## config.mk

```make
export PLATFORM = sky130hd
export DESIGN_NAME = regfile_wb_arbiter_flat
export DESIGN_NICKNAME = d
export VERILOG_FILES = /design/src/rtl/regfile_wb_arbiter_if.sv /design/src/rtl/regfile_wb_arbiter.sv /design/src/flat_wrapper.sv
export SDC_FILE = /design/constraint.sdc
export NUM_CORES = 1
export LEC_CHECK = 0
export ABC_AREA = 0
export CORE_UTILIZATION = 40
export DETAILED_ROUTE_END_ITERATION = 10
export GPL_TIMING_DRIVEN = 1
export PLACE_DENSITY = 0.81
export SYNTH_ARGS = -nofsm -noshare
export SYNTH_HDL_FRONTEND = slang
export SYNTH_SLANG_ARGS = --single-unit
```

## constraint.sdc

```tcl
create_clock -name clk -period 3 [get_ports clk]
set_input_delay 0.6 -clock clk [delete_from_list [all_inputs] [get_ports clk]]
set_output_delay 0.6 -clock clk [all_outputs]
set_load 0.05 [all_outputs]
```

## src/rtl/regfile_wb_arbiter_if.sv

```systemverilog
// Writeback bus between two writeback requesters and the register-file write port.
// The master side drives requests and observes grants; the slave side is the arbiter.
interface regfile_wb_arbiter_if #(
    parameter int DATA_WIDTH = 32,
    parameter int ADDR_WIDTH = 5
);
    logic                  req0_valid;
    logic [ADDR_WIDTH-1:0] req0_dest;
    logic [DATA_WIDTH-1:0] req0_data;
    logic                  req0_ready;
    logic                  req1_valid;
    logic [ADDR_WIDTH-1:0] req1_dest;
    logic [DATA_WIDTH-1:0] req1_data;
    logic                  req1_ready;
    logic                  reg_write_en;
    logic [ADDR_WIDTH-1:0] reg_write_dest;
    logic [DATA_WIDTH-1:0] reg_write_data;
    logic [15:0]           conflict_cnt;

    modport master (
        output req0_valid, req0_dest, req0_data,
        output req1_valid, req1_dest, req1_data,
        input  req0_ready, req1_ready,
        input  reg_write_en, reg_write_dest, reg_write_data, conflict_cnt
    );

    modport slave (
        input  req0_valid, req0_dest, req0_data,
        input  req1_valid, req1_dest, req1_data,
        output req0_ready, req1_ready,
        output reg_write_en, reg_write_dest, reg_write_data, conflict_cnt
    );
endinterface

```

## src/rtl/regfile_wb_arbiter.sv

```systemverilog
// Two-requester register-file writeback arbiter: one nonzero-dest write per cycle,
// round-robin or fixed priority, registered write port and saturating conflict counter.
module regfile_wb_arbiter #(
    parameter int DATA_WIDTH = 32,
    parameter int ADDR_WIDTH = 5,
    parameter int RR_ENABLE  = 1
) (
    input  logic                 clk,
    input  logic                 rst,
    regfile_wb_arbiter_if.slave  bus
);
    logic                  wants0, wants1;
    logic                  grant0, grant1;
    logic                  contention;
    logic                  last_grant;
    logic                  wr_en_p1;
    logic [ADDR_WIDTH-1:0] wr_dest_p1;
    logic [DATA_WIDTH-1:0] wr_data_p1;
    logic [15:0]           conflict_cnt_q;

    function automatic logic [15:0] sat_inc16(input logic [15:0] v);
        return (v == 16'hFFFF) ? v : v + 16'd1;
    endfunction

    // Dest-0 writes are architectural no-ops, so they never compete for the port.
    assign wants0     = bus.req0_valid && (bus.req0_dest != '0);
    assign wants1     = bus.req1_valid && (bus.req1_dest != '0);
    assign contention = wants0 && wants1;

    always_comb begin
        grant0 = 1'b0;
        grant1 = 1'b0;
        if (!rst) begin
            if (contention) begin
                if (RR_ENABLE != 0) begin
                    grant0 = last_grant;
                    grant1 = !last_grant;
                end else begin
                    grant0 = 1'b1;
                end
            end else begin
                grant0 = wants0;
                grant1 = wants1;
            end
        end
    end

    assign bus.req0_ready = !rst && bus.req0_valid && ((bus.req0_dest == '0) || grant0);
    assign bus.req1_ready = !rst && bus.req1_valid && ((bus.req1_dest == '0) || grant1);

    // Stage p0 -> p1: granted write registered onto the register-file port.
    always_ff @(posedge clk or posedge rst) begin
        if (rst) begin
            wr_en_p1       <= 1'b0;
            wr_dest_p1     <= '0;
            wr_data_p1     <= '0;
            last_grant     <= 1'b1;
            conflict_cnt_q <= 16'd0;
        end else begin
            wr_en_p1 <= grant0 || grant1;
            if (grant0) begin
                wr_dest_p1 <= bus.req0_dest;
                wr_data_p1 <= bus.req0_data;
                last_grant <= 1'b0;
            end else if (grant1) begin
                wr_dest_p1 <= bus.req1_dest;
                wr_data_p1 <= bus.req1_data;
                last_grant <= 1'b1;
            end
            if (contention)
                conflict_cnt_q <= sat_inc16(conflict_cnt_q);
        end
    end

    assign bus.reg_write_en   = wr_en_p1;
    assign bus.reg_write_dest = wr_dest_p1;
    assign bus.reg_write_data = wr_data_p1;
    assign bus.conflict_cnt   = conflict_cnt_q;
endmodule

```

## src/flat_wrapper.sv

```systemverilog
// flat-port wrapper written by rule: the top's interface ports become plain ports
module regfile_wb_arbiter_flat 
#(
    parameter int DATA_WIDTH = 32,
    parameter int ADDR_WIDTH = 5,
    parameter int RR_ENABLE  = 1
)
  (clk, rst, bus_req0_valid, bus_req0_dest, bus_req0_data, bus_req1_valid, bus_req1_dest, bus_req1_data, bus_req0_ready, bus_req1_ready, bus_reg_write_en, bus_reg_write_dest, bus_reg_write_data, bus_conflict_cnt);
  regfile_wb_arbiter_if #(.DATA_WIDTH(DATA_WIDTH), .ADDR_WIDTH(ADDR_WIDTH)) bus_i ();
  input  logic clk;
  input  logic rst;
  input wire logic [$bits(bus_i.req0_valid)-1:0] bus_req0_valid;
  input wire logic [$bits(bus_i.req0_dest)-1:0] bus_req0_dest;
  input wire logic [$bits(bus_i.req0_data)-1:0] bus_req0_data;
  input wire logic [$bits(bus_i.req1_valid)-1:0] bus_req1_valid;
  input wire logic [$bits(bus_i.req1_dest)-1:0] bus_req1_dest;
  input wire logic [$bits(bus_i.req1_data)-1:0] bus_req1_data;
  output wire logic [$bits(bus_i.req0_ready)-1:0] bus_req0_ready;
  output wire logic [$bits(bus_i.req1_ready)-1:0] bus_req1_ready;
  output wire logic [$bits(bus_i.reg_write_en)-1:0] bus_reg_write_en;
  output wire logic [$bits(bus_i.reg_write_dest)-1:0] bus_reg_write_dest;
  output wire logic [$bits(bus_i.reg_write_data)-1:0] bus_reg_write_data;
  output wire logic [$bits(bus_i.conflict_cnt)-1:0] bus_conflict_cnt;
  assign bus_i.req0_valid = bus_req0_valid;
  assign bus_i.req0_dest = bus_req0_dest;
  assign bus_i.req0_data = bus_req0_data;
  assign bus_i.req1_valid = bus_req1_valid;
  assign bus_i.req1_dest = bus_req1_dest;
  assign bus_i.req1_data = bus_req1_data;
  assign bus_req0_ready = bus_i.req0_ready;
  assign bus_req1_ready = bus_i.req1_ready;
  assign bus_reg_write_en = bus_i.reg_write_en;
  assign bus_reg_write_dest = bus_i.reg_write_dest;
  assign bus_reg_write_data = bus_i.reg_write_data;
  assign bus_conflict_cnt = bus_i.conflict_cnt;
  regfile_wb_arbiter #(.DATA_WIDTH(DATA_WIDTH), .ADDR_WIDTH(ADDR_WIDTH), .RR_ENABLE(RR_ENABLE)) u_core (.clk(clk), .rst(rst), .bus(bus_i));
endmodule
```

==> out/metrics.yaml <==
fin_nets: 421
diodes: 0
pwr_density_cell_nw_per_um2: 604
period_minus_slack_ns: 2.90
grt_pass1_wl_um: 9890
dr_total_vias: 2222
cap_violations: 0
netlist_instances: 208
ys.flop_type: "dfrtp_1"
synth_compound_area_share_pct: 26.5
die-area_sq_um: 6840
io_buffers: 133
synth_most_common_cell: "dfrtp_1"
critPathMaxFanout: 4
ios: 134
cp_slowest_cell: "or4_4"
fin_skew_ns: 0.00480
design_area_sq_um: 4060
firstDrtPassIters: 4
die_h_um: 82.7
synth_commonest_cells: "dfrtp_1, a21o_1, a22o_1"
via_per_inst: 5.29
yosysTopAreaCellShare_pct: 51.8
finish.utilization_pct: 64.3
synthesis.area_sq_um: 2610
cts_buffer_depth: 2
synth_fa_ha_area_share_pct: 0.480
worstSetupPathType: "in -> out"
num_rows: 29
insertion_delay_ns: 0.30
cts_tree: "done"
grt_use_total_pct: 18.9
hp-class: "reg -> reg"
status: "completed"
numCtsBuffers: 5
wl_per_cell_um: 16.2
synth-edff-count: 0
synthMuxAreaShare_pct: 0.432
cp.required_ns: 2.40
hold_viol_final: 0
yosys-top-cells-area: "dfrtp_1, a22o_1, a21o_1, xnor2_1, buf_6"
clk_root_buffer_cell: "clkbuf_8"
drc: 0
synthSimpleGateAreaFrac_pct: 9.22
yosys_warnings: 0
place_area_sq_um: 3970
cp-start-kind: "input pin"
seq_area_frac_synth_pct: 52.9
antenna_left: 0
area_growth_pct: 55.8
rsz0062_at_grt: "false"
yosys.area.top_type: "dfrtp_1"
clock_sink_count: 55
synth_top_family_by_area: "compound AO/OA/AOI/OAI gates"
synthXorXnorAreaFrac_pct: 5.04
dp_hpwl_um: 4920
postCtsSetupRepairBufs: 0
fin_setup_tns_ns: 0
max_freq_mhz: 344
grt_pass1_vias: 2037
met1_usage_pct: 24.9
ir_worst_vdd_v: 0.000514
grt_use_met2_pct: 31.4
grt-ovfl-total: 0
drtIter0Drc: 75
use_met3_pct: 4.95
start_util_pct: 41.3
grt_max_degree: 56
core_area_sq_um: 6310
slowest_delay_ns: 0.59
worstSetupEndpointType: "primary output"
htreeDepth: 2
drive_gt1_share_pct: 7.29
ys_ff_latch: 55
report.final.slew_viol_count: 0
period_share_pct: 96.8
crit_chain: "clkdlybuf4s50_1 > or4_4 > o21ai_4 > nor2_1 > a21oi_1 > buf_4"
setup_viol: 0
wl_um: 6800
ys_types: 36
worstPathArrival_ns: 2.30
worstMarginPinSlew_ns: 0.706
antenna_found_initial: 0
max-slew-margin-rel_pct: 52.9
clk_pin_slew_ns: 0.10
gp_congestion: 0.754
synth_area_per_cell_sq_um: 12.5
syn_nets: 287
grt_busiest_layer: "met2"
p_leak_uw: 0.00184
fp.dieW_um: 82.7
async_reset_ff_share_pct: 100
-- stage by stage --
step / setup slack, ns / hold WS, ns / cells / total power (uW)
after floorplan: 0.156 / 0.481 / 208 / 1660
after global placement: 0.119 / 0.491 / 412 / 2050
after detailed placement: 0.0648 / 0.497 / 412 / 2070
after CTS: 0.0437 / 0.516 / 420 / 2480
after global routing: 0.0344 / 0.535 / 420 / 2580
final: 0.0969 / 0.511 / 420 / 2450
-- kinds of logic after synthesis --
logic type	Yosys count
AO/OA/AOI/OAI	83
XOR/XNOR	15
adder cells (fa/ha/maj)	1
buffers and inverters	14
AND/OR/NAND/NOR	39
multiplexers	1
flip-flops	55
-- final cells by class --
cell class                 instances  area (sq um)
tap                               77          96.3
clock buffer                       6          72.6
clock inverter                     2          12.5
sequential                        55          1380
multi-input combinational        139          1090
fill                             510          2250
inverter                           2          11.3
timing repair buffer             139          1400
-- sequential cells by signal (all words and copies together), names as in the netlist --
name	count
u_core.bus.reg_write_data	32
u_core.bus.conflict_cnt	16
u_core.bus.reg_write_dest	5
u_core.bus.reg_write_en	1
u_core.last_grant	1
-- cell usage in the layout (no fill, tap or decap), types with 2 or more instances in the layout --
cell type | Yosys | final
nand4_1 | 6 | 6
or4_4 | 2 | 2
a21o_1 | 36 | 36
xnor2_1 | 13 | 13
dfrtp_1 | 54 | 54
clkbuf_8 | 0 | 5
buf_4 | 0 | 6
buf_12 | 0 | 2
o21ai_4 | 1 | 2
nand2_1 | 8 | 8
xor2_1 | 2 | 2
a22o_1 | 36 | 36
clkinvlp_4 | 0 | 2
and4_1 | 3 | 3
nor2_1 | 3 | 3
and3_1 | 4 | 4
clkdlybuf4s50_1 | 0 | 131
nand3_1 | 6 | 6
-- layer usage --
| layer | wire [um] | vias up |
|---|---|---|
| met5 | 0 | - |
| met4 | 19 | 0 |
| met2 | 3300 | 81 |
| li1 | - | 1044 |
| met1 | 2950 | 1095 |
| met3 | 529 | 2 |
-- worst paths after layout --
path / slack [ns] / cells past startpoint / end / from
min in group asynchronous: 0.99 / 3 / u_core.bus.reg_write_dest[1] / rst
hold / removal: 0.51 / 1 / u_core.bus.conflict_cnt[8] / u_core.bus.conflict_cnt[8]
max in group asynchronous: 1.52 / 3 / u_core.bus.conflict_cnt[15] / rst
hold reg to reg: 0.51 / 1 / u_core.bus.conflict_cnt[8] / u_core.bus.conflict_cnt[8]
setup reg to reg: 0.94 / 6 / u_core.bus.conflict_cnt[13] / u_core.bus.conflict_cnt[0]
setup / recovery: 0.1 / 6 / bus_req1_ready / bus_req0_dest[0]
-- power breakdown --
| part | switching [uW] | internal (uW) |
|---|---|---|
| Combinational | 639 | 448 |
| Sequential | 102 | 865 |
| Clock | 233 | 164 |
-- worst max-delay path, delay by kind of cell --
family	cells	cell delay, ns
and+or+nand+nor	2	0.68
buffers and inverters	2	0.65
AOI/OAI and AO/OA	2	0.37
-- timing repair --
item | in CTS | in global routing
gates resized for setup | 0 | 1
setup endpoints to repair | 0 | 1
hold buffers | 0 | 0
Power figures use the tool's default switching activity.
